--- config.mk ---
export PLATFORM = sky130hd
export DESIGN_NAME = axis_merge_rr
export DESIGN_NICKNAME = d
export VERILOG_FILES = /design/src/rtl/axis_merge_pkg.sv /design/src/rtl/axis_skid_buf2.sv /design/src/rtl/axis_merge_rr.sv
export SDC_FILE = /design/constraint.sdc
export NUM_CORES = 1
export LEC_CHECK = 0
export BUFFER_PORTS_ARGS = -buffer_cell sky130_fd_sc_hd__buf_2
export CAP_MARGIN = 40
export CORE_MARGIN = 2
export CORE_UTILIZATION = 40
export DETAILED_ROUTE_END_ITERATION = 12
export PLACE_DENSITY_LB_ADDON = 0.3
export SYNTH_ARGS = -nofsm -noshare
export SYNTH_HDL_FRONTEND = slang
export SYNTH_SLANG_ARGS = --single-unit
export TNS_END_PERCENT = 5
--- constraint.sdc ---
create_clock -name clk -period 6.5 [get_ports clk]
set_input_delay 1.3 -clock clk [delete_from_list [all_inputs] [get_ports clk]]
set_output_delay 1.3 -clock clk [all_outputs]
set_load 0.03 [all_outputs]
--- src/rtl/axis_merge_pkg.sv ---
// Shared types and the round-robin scan used by the AXI-Stream merger.
package axis_merge_pkg;

  localparam int unsigned TID_W     = 2;
  localparam int unsigned MAX_PORTS = 4;

  // Occupancy of the two-entry output buffer.
  typedef enum logic [1:0] {
    BufEmpty = 2'd0,
    BufOne   = 2'd1,
    BufFull  = 2'd2
  } buf_cnt_e;

  // Result of one arbitration: which port wins, and whether any port won.
  typedef struct packed {
    logic             valid;
    logic [TID_W-1:0] idx;
  } rr_grant_t;

  // Scan ports last+1, last+2, ... (modulo n) and grant the first valid one.
  // last is always < n, so last + i stays below 2n and one subtraction wraps it.
  function automatic rr_grant_t rr_next(input logic [MAX_PORTS-1:0] valid_vec,
                                        input logic [TID_W-1:0]     last,
                                        input int unsigned          n);
    rr_grant_t   g;
    int unsigned cand;
    g = '0;
    for (int unsigned i = 1; i <= MAX_PORTS; i++) begin
      cand = 32'(last) + i;
      if (cand >= n) begin
        cand = cand - n;
      end
      if ((i <= n) && !g.valid && valid_vec[cand[TID_W-1:0]]) begin
        g.valid = 1'b1;
        g.idx   = cand[TID_W-1:0];
      end
    end
    return g;
  endfunction

endpackage

--- src/rtl/axis_skid_buf2.sv ---
// Two-entry head/skid buffer that registers the merged output and keeps
// one beat per clock flowing while still honouring downstream backpressure.
module axis_skid_buf2
  import axis_merge_pkg::*;
#(
  parameter int unsigned DATA_W = 34
) (
  input  logic              clk,
  input  logic              rst,
  input  logic [DATA_W-1:0] in_data,
  input  logic              in_push,
  output logic [DATA_W-1:0] out_data,
  output logic              out_valid,
  input  logic              out_pop,
  output logic              full
);

  buf_cnt_e          cnt_q, cnt_d;
  logic [DATA_W-1:0] head_q, head_d;
  logic [DATA_W-1:0] skid_q, skid_d;
  logic              pop;

  // A pop only counts when there is a beat to take.
  assign pop = out_pop && (cnt_q != BufEmpty);

  // Next-state for occupancy and the two storage entries.
  always_comb begin
    cnt_d  = cnt_q;
    head_d = head_q;
    skid_d = skid_q;
    unique case (cnt_q)
      BufEmpty: begin
        if (in_push) begin
          head_d = in_data;
          cnt_d  = BufOne;
        end
      end
      BufOne: begin
        if (in_push && !pop) begin
          skid_d = in_data;
          cnt_d  = BufFull;
        end else if (!in_push && pop) begin
          cnt_d = BufEmpty;
        end else if (in_push && pop) begin
          head_d = in_data;
        end
      end
      BufFull: begin
        // Upstream is stalled while full, so only a pop can happen here.
        if (pop) begin
          head_d = skid_q;
          cnt_d  = BufOne;
        end
      end
      default: begin
        cnt_d = BufEmpty;
      end
    endcase
  end

  // State registers; reset drops any buffered beats.
  always_ff @(posedge clk or negedge rst) begin
    if (!rst) begin
      cnt_q  <= BufEmpty;
      head_q <= '0;
      skid_q <= '0;
    end else begin
      cnt_q  <= cnt_d;
      head_q <= head_d;
      skid_q <= skid_d;
    end
  end

  assign out_data  = head_q;
  assign out_valid = (cnt_q != BufEmpty);
  assign full      = (cnt_q == BufFull);

endmodule

--- src/rtl/axis_merge_rr.sv ---
// N-to-1 AXI-Stream merger: beat-level round-robin over up to four sources,
// each output beat tagged with its source index in tid.
module axis_merge_rr
  import axis_merge_pkg::*;
#(
  parameter int unsigned AXIS_TDATA_WIDTH = 32,
  parameter int unsigned N_PORTS          = 4
) (
  input  logic                        clk,
  input  logic                        rst,
  input  logic [AXIS_TDATA_WIDTH-1:0] S_AXIS_IN1_tdata,
  input  logic                        S_AXIS_IN1_tvalid,
  output logic                        S_AXIS_IN1_tready,
  input  logic [AXIS_TDATA_WIDTH-1:0] S_AXIS_IN2_tdata,
  input  logic                        S_AXIS_IN2_tvalid,
  output logic                        S_AXIS_IN2_tready,
  input  logic [AXIS_TDATA_WIDTH-1:0] S_AXIS_IN3_tdata,
  input  logic                        S_AXIS_IN3_tvalid,
  output logic                        S_AXIS_IN3_tready,
  input  logic [AXIS_TDATA_WIDTH-1:0] S_AXIS_IN4_tdata,
  input  logic                        S_AXIS_IN4_tvalid,
  output logic                        S_AXIS_IN4_tready,
  output logic [AXIS_TDATA_WIDTH-1:0] M_AXIS_DATA_tdata,
  output logic [TID_W-1:0]            M_AXIS_DATA_tid,
  output logic                        M_AXIS_DATA_tvalid,
  input  logic                        M_AXIS_DATA_tready
);

  localparam int unsigned ENTRY_W = AXIS_TDATA_WIDTH + TID_W;
  // Ports at or above N_PORTS are masked out so they can never win.
  localparam logic [MAX_PORTS-1:0] PORT_EN = MAX_PORTS'((32'd1 << N_PORTS) - 32'd1);

  logic [MAX_PORTS-1:0]        in_valid;
  logic [AXIS_TDATA_WIDTH-1:0] in_data [MAX_PORTS];
  logic [MAX_PORTS-1:0]        ready_vec;
  rr_grant_t                   gnt;
  logic [TID_W-1:0]            last_q, last_d;
  logic                        full;
  logic                        push;
  logic                        pop;
  logic [ENTRY_W-1:0]          push_entry;
  logic [ENTRY_W-1:0]          head_entry;

  assign in_valid = {S_AXIS_IN4_tvalid, S_AXIS_IN3_tvalid,
                     S_AXIS_IN2_tvalid, S_AXIS_IN1_tvalid} & PORT_EN;

  assign in_data[0] = S_AXIS_IN1_tdata;
  assign in_data[1] = S_AXIS_IN2_tdata;
  assign in_data[2] = S_AXIS_IN3_tdata;
  assign in_data[3] = S_AXIS_IN4_tdata;

  assign gnt = rr_next(in_valid, last_q, N_PORTS);

  // The granted port is always valid, so ready on it is the whole handshake.
  // Ready is held low while reset is asserted, independent of the clock.
  assign push = gnt.valid && !full && rst;

  // Only the granted port sees ready.
  always_comb begin
    ready_vec = '0;
    if (push) begin
      ready_vec[gnt.idx] = 1'b1;
    end
  end

  assign S_AXIS_IN1_tready = ready_vec[0];
  assign S_AXIS_IN2_tready = ready_vec[1];
  assign S_AXIS_IN3_tready = ready_vec[2];
  assign S_AXIS_IN4_tready = ready_vec[3];

  // Pointer moves to the last accepted port so the next scan starts after it.
  always_comb begin
    last_d = last_q;
    if (push) begin
      last_d = gnt.idx;
    end
  end

  // Pointer register; reset value gives port 0 first priority.
  always_ff @(posedge clk or negedge rst) begin
    if (!rst) begin
      last_q <= TID_W'(N_PORTS - 1);
    end else begin
      last_q <= last_d;
    end
  end

  assign push_entry = {gnt.idx, in_data[gnt.idx]};
  assign pop        = M_AXIS_DATA_tvalid && M_AXIS_DATA_tready;

  axis_skid_buf2 #(
    .DATA_W (ENTRY_W)
  ) u_buf (
    .clk       (clk),
    .rst       (rst),
    .in_data   (push_entry),
    .in_push   (push),
    .out_data  (head_entry),
    .out_valid (M_AXIS_DATA_tvalid),
    .out_pop   (pop),
    .full      (full)
  );

  assign M_AXIS_DATA_tid   = head_entry[ENTRY_W-1 -: TID_W];
  assign M_AXIS_DATA_tdata = head_entry[AXIS_TDATA_WIDTH-1:0];

endmodule

==> summary.md <==
| Metric | Value |
|---|---|
| Final Skew | `0.0157 ns` |
| Reg2reg end | `u_buf.skid_q[2]` |
| DRC | `0` |
| Clock Tree Buf Depth | `2` |
| CP top delay family | `compound AO/OA/AOI/OAI gates` |
| R2R setup slack | `3.97 ns` |
| Pwr Density | `432 mW/mm^2` |
| Largest net degree at the start of global routing | `52` |
| Core area | `0.00982 sq mm` |
| Synth Cell Area | `0.00407 sq mm` |
| Global Route Usage Sum | `0.218` |
| Reg2Reg Depth | `6` |
| Clock Sink Count | `72` |
| Tcrit/Tclk final | `0.596` |
| DR WL/cell | `17.5 microns` |
| Drt pass-1 iters | `5` |
| Sw frac | `0.411` |
| Synth Area in Adders | `0` |
| Post-CTS setup repair buffer count | `0` |
| CP max stage delay | `0.49 ns` |
| Critical-path top delay cell | `a211oi_2` |
| Syn avg cell area | `10.4 sq um` |
| WP data required | `5.20 ns` |
| Initial antenna violation count | `0` |
| Maxcap violations | `0` |
| Clk_lat worst skew | `0.34 ns` |
| Ys async rst share | `1.00` |
| Global-route wire length before repair | `19.5 mm` |
| Port buffer count | `173` |
| Die area | `0.0110 sq mm` |
| Crit path depth | `6` |
| Syn-to-layout area delta | `30.8%` |
| CTS clock-pin slew for the worst setup and hold paths | `0.08 ns` |
| Congestion Overflow GR | `0` |
| Post-CTS sizing | `0` |
| Hold Path Class | `register to register` |
| Critical path fanouts, max | `6` |
| Final setup viols | `0` |
| CP startpoint | `S_AXIS_IN1_tvalid` |
| Register area share after synthesis | `0.443` |
| Leak | `2.58 nW` |
| Min cycle time layout | `3.87 ns` |
| Most frequent cells in the layout | `172 x buf_2, 70 x dfrtp_1, 66 x mux2i_1` |
| Clock network fraction of total power | `0.193` |
| Int Power | `1.35 mW` |
| Switch Pwr | `946 uW` |
| I/O Pins | `174` |
| Fmax achieved | `258 MHz` |
| EDFF count, synth | `0` |
| CTS buffer count | `9` |
| Flop pwr share | `0.342` |
| Largest family of logic cells by synthesized area | `compound AO/OA/AOI/OAI gates` |
| Initial cell density of the core | `0.414` |
| Xor/xnor share of the synthesized area | `0` |
| Antenna Nets Post-Route | `0` |
| CP Cell Sequence | `buf_2 > o21ai_0 > o21ai_0 > a211oi_2 > nor2_1 > buf_2` |
| Mux share of post-synthesis cell area | `0.165` |
| Final WS setup | `2.63 ns` |
| Synthesized netlist cell count | `392` |
| Slew @ Worst Pin | `0.727 ns` |
| Reg-to-reg startpoint | `last_q[0]` |
| Main synth FF type | `dfrtp_1` |
| End of the critical path | `S_AXIS_IN2_tready` |
| Status | `finished, final reports clean` |
| GP Congestion | `0.771` |
| Combined flip-flop and latch cell area | `0.00180 sq mm` |
| Post-Syn Nets | `527` |
| Die height | `105 microns` |
| Compound-Gate Fraction of Synth Area | `0.209` |
| Max-slew violations | `0` |
| Multi-input logic area | `0.00205 sq mm` |
| CTS tree | `built` |
| Share of post-route cells with drive strength above 1 | `0.376` |
| Drt total wl | `12.1 mm` |
| Ant. Diodes | `0` |
| Endpoint type of the worst setup path | `output pin` |
| Warnings, synthesis | `0` |
| Worst slack, placed | `2.66 ns` |
| Row cnt | `36` |
| Root buffer cell | `clkbuf_8` |
| Post-DP HPWL | `8.34 mm` |
| WP data arrival | `2.57 ns` |
| Peak supply drop | `0.214 mV` |
| Unrepaired setup endpoints after global routing | `false` |
| H-tree Lvls | `3` |
| Hold Vio Cnt, Final | `0` |
| Logic pwr share | `0.465` |
| Filler cell count | `933` |
| CP startpoint kind | `input port` |
| CTS Hold Buffers Added | `0` |
| Vias per inst | `5.70` |
| Final nets | `689` |
| Most common cell after layout, fill and taps aside | `buf_2` |
| Critical path class | `input port to output pin` |
| Register bit total from synthesis | `72` |
| WP buf/inv | `2` |
| Post-Route Setup TNS | `0 ns` |
| Yosys cell types | `34` |
| 1st-iter DRT viols | `212` |
| Via count | `3946` |
| Slew headroom | `0.515` |
| Synth Area in Simple Gates | `0.127` |
| Die X | `105 microns` |
| Vias in the first global route | `3943` |
-- kinds of logic (layout without fill, tap and decap cells) --
group / after synthesis / in the layout
flops: 72 / 72
simple gates: 106 / 106
mux: 67 / 67
buf+inv: 35 / 202
compound gates: 112 / 112
-- worst min-delay path by stage --
stage,startpoint,to,slack (ns),cells past startpoint
2_1_floorplan,u_buf.skid_q[33],u_buf.skid_q[33],0.45,2
3_3_place_gp,u_buf.skid_q[33],u_buf.skid_q[33],0.46,2
3_5_place_dp,u_buf.skid_q[33],u_buf.skid_q[33],0.46,2
4_1_cts,u_buf.skid_q[33],u_buf.skid_q[33],0.48,2
5_1_grt,u_buf.skid_q[10],u_buf.skid_q[10],0.51,2
6_report,u_buf.skid_q[33],u_buf.skid_q[33],0.48,2
-- flip-flops by register name, indices dropped and copies added (netlist names) --
name,count
u_buf.skid_q,34
u_buf.out_data,34
u_buf.cnt_q,2
last_q,2
-- stage by stage --
stage	cell area, sq um	total power [mW]	utilization	hold WS [ns]	instances
floorplan	4070	1.58	-	0.448	392
CTS	5320	2.31	0.542	0.485	692
detailed placement	5070	1.86	0.516	0.464	676
global placement	4950	1.81	0.504	0.461	671
global route	5320	2.45	0.542	0.508	692
finish	5320	2.30	0.542	0.484	692
-- area by class of cell --
| type | instances | share of cell area |
|---|---|---|
| timing repair buffer | 184 | 0.195 |
| multi-input combinational | 285 | 0.386 |
| tap | 133 | 0.0313 |
| sequential | 72 | 0.339 |
| inverter | 2 | 0.00141 |
| clock buffer | 10 | 0.0259 |
| clock inverter | 6 | 0.0216 |
-- tightest hold or removal path: cells and delay by family (launching register included) --
kind,cells,cell delay (ns)
DFF,1,0.35
and+or+nand+nor,2,0.10
-- power by group through the flow --
stage	clock network, mW	logic [mW]	registers, mW
final	0.444	1.07	0.786
after global routing	0.473	1.16	0.812
after CTS	0.450	1.08	0.785
after detailed placement	0	1.07	0.794
after global placement	0	1.03	0.785
after floorplan	0	0.609	0.972
-- metal layers --
layer,vias to the layer above,GRT usage,part of all wire
li1,1840,-,-
met1,1925,0.285,0.42
met2,163,0.369,0.50
met3,18,0.0287,0.061
met4,0,0.0800,0.020
met5,-,0,0
-- cells in the mapped netlist, types with 2 or more instances --
cell type,number,share of area
clkbuf_1,24,0.022
inv_1,2,0.0018
nor3_1,4,0.0049
buf_6,2,0.0055
a221oi_1,34,0.073
mux2i_1,66,0.16
or3_1,33,0.051
nand2_1,41,0.038
nor2b_1,2,0.0031
a21oi_1,4,0.0049
o221ai_1,31,0.067
dfstp_2,2,0.013
nor2_1,17,0.016
buf_8,2,0.0074
o21ai_0,29,0.036
buf_4,2,0.0037
nand2b_1,4,0.0061
buf_12,3,0.015
o21ai_1,6,0.0074
dfrtp_1,70,0.43
(Power assumes the default switching activity.)
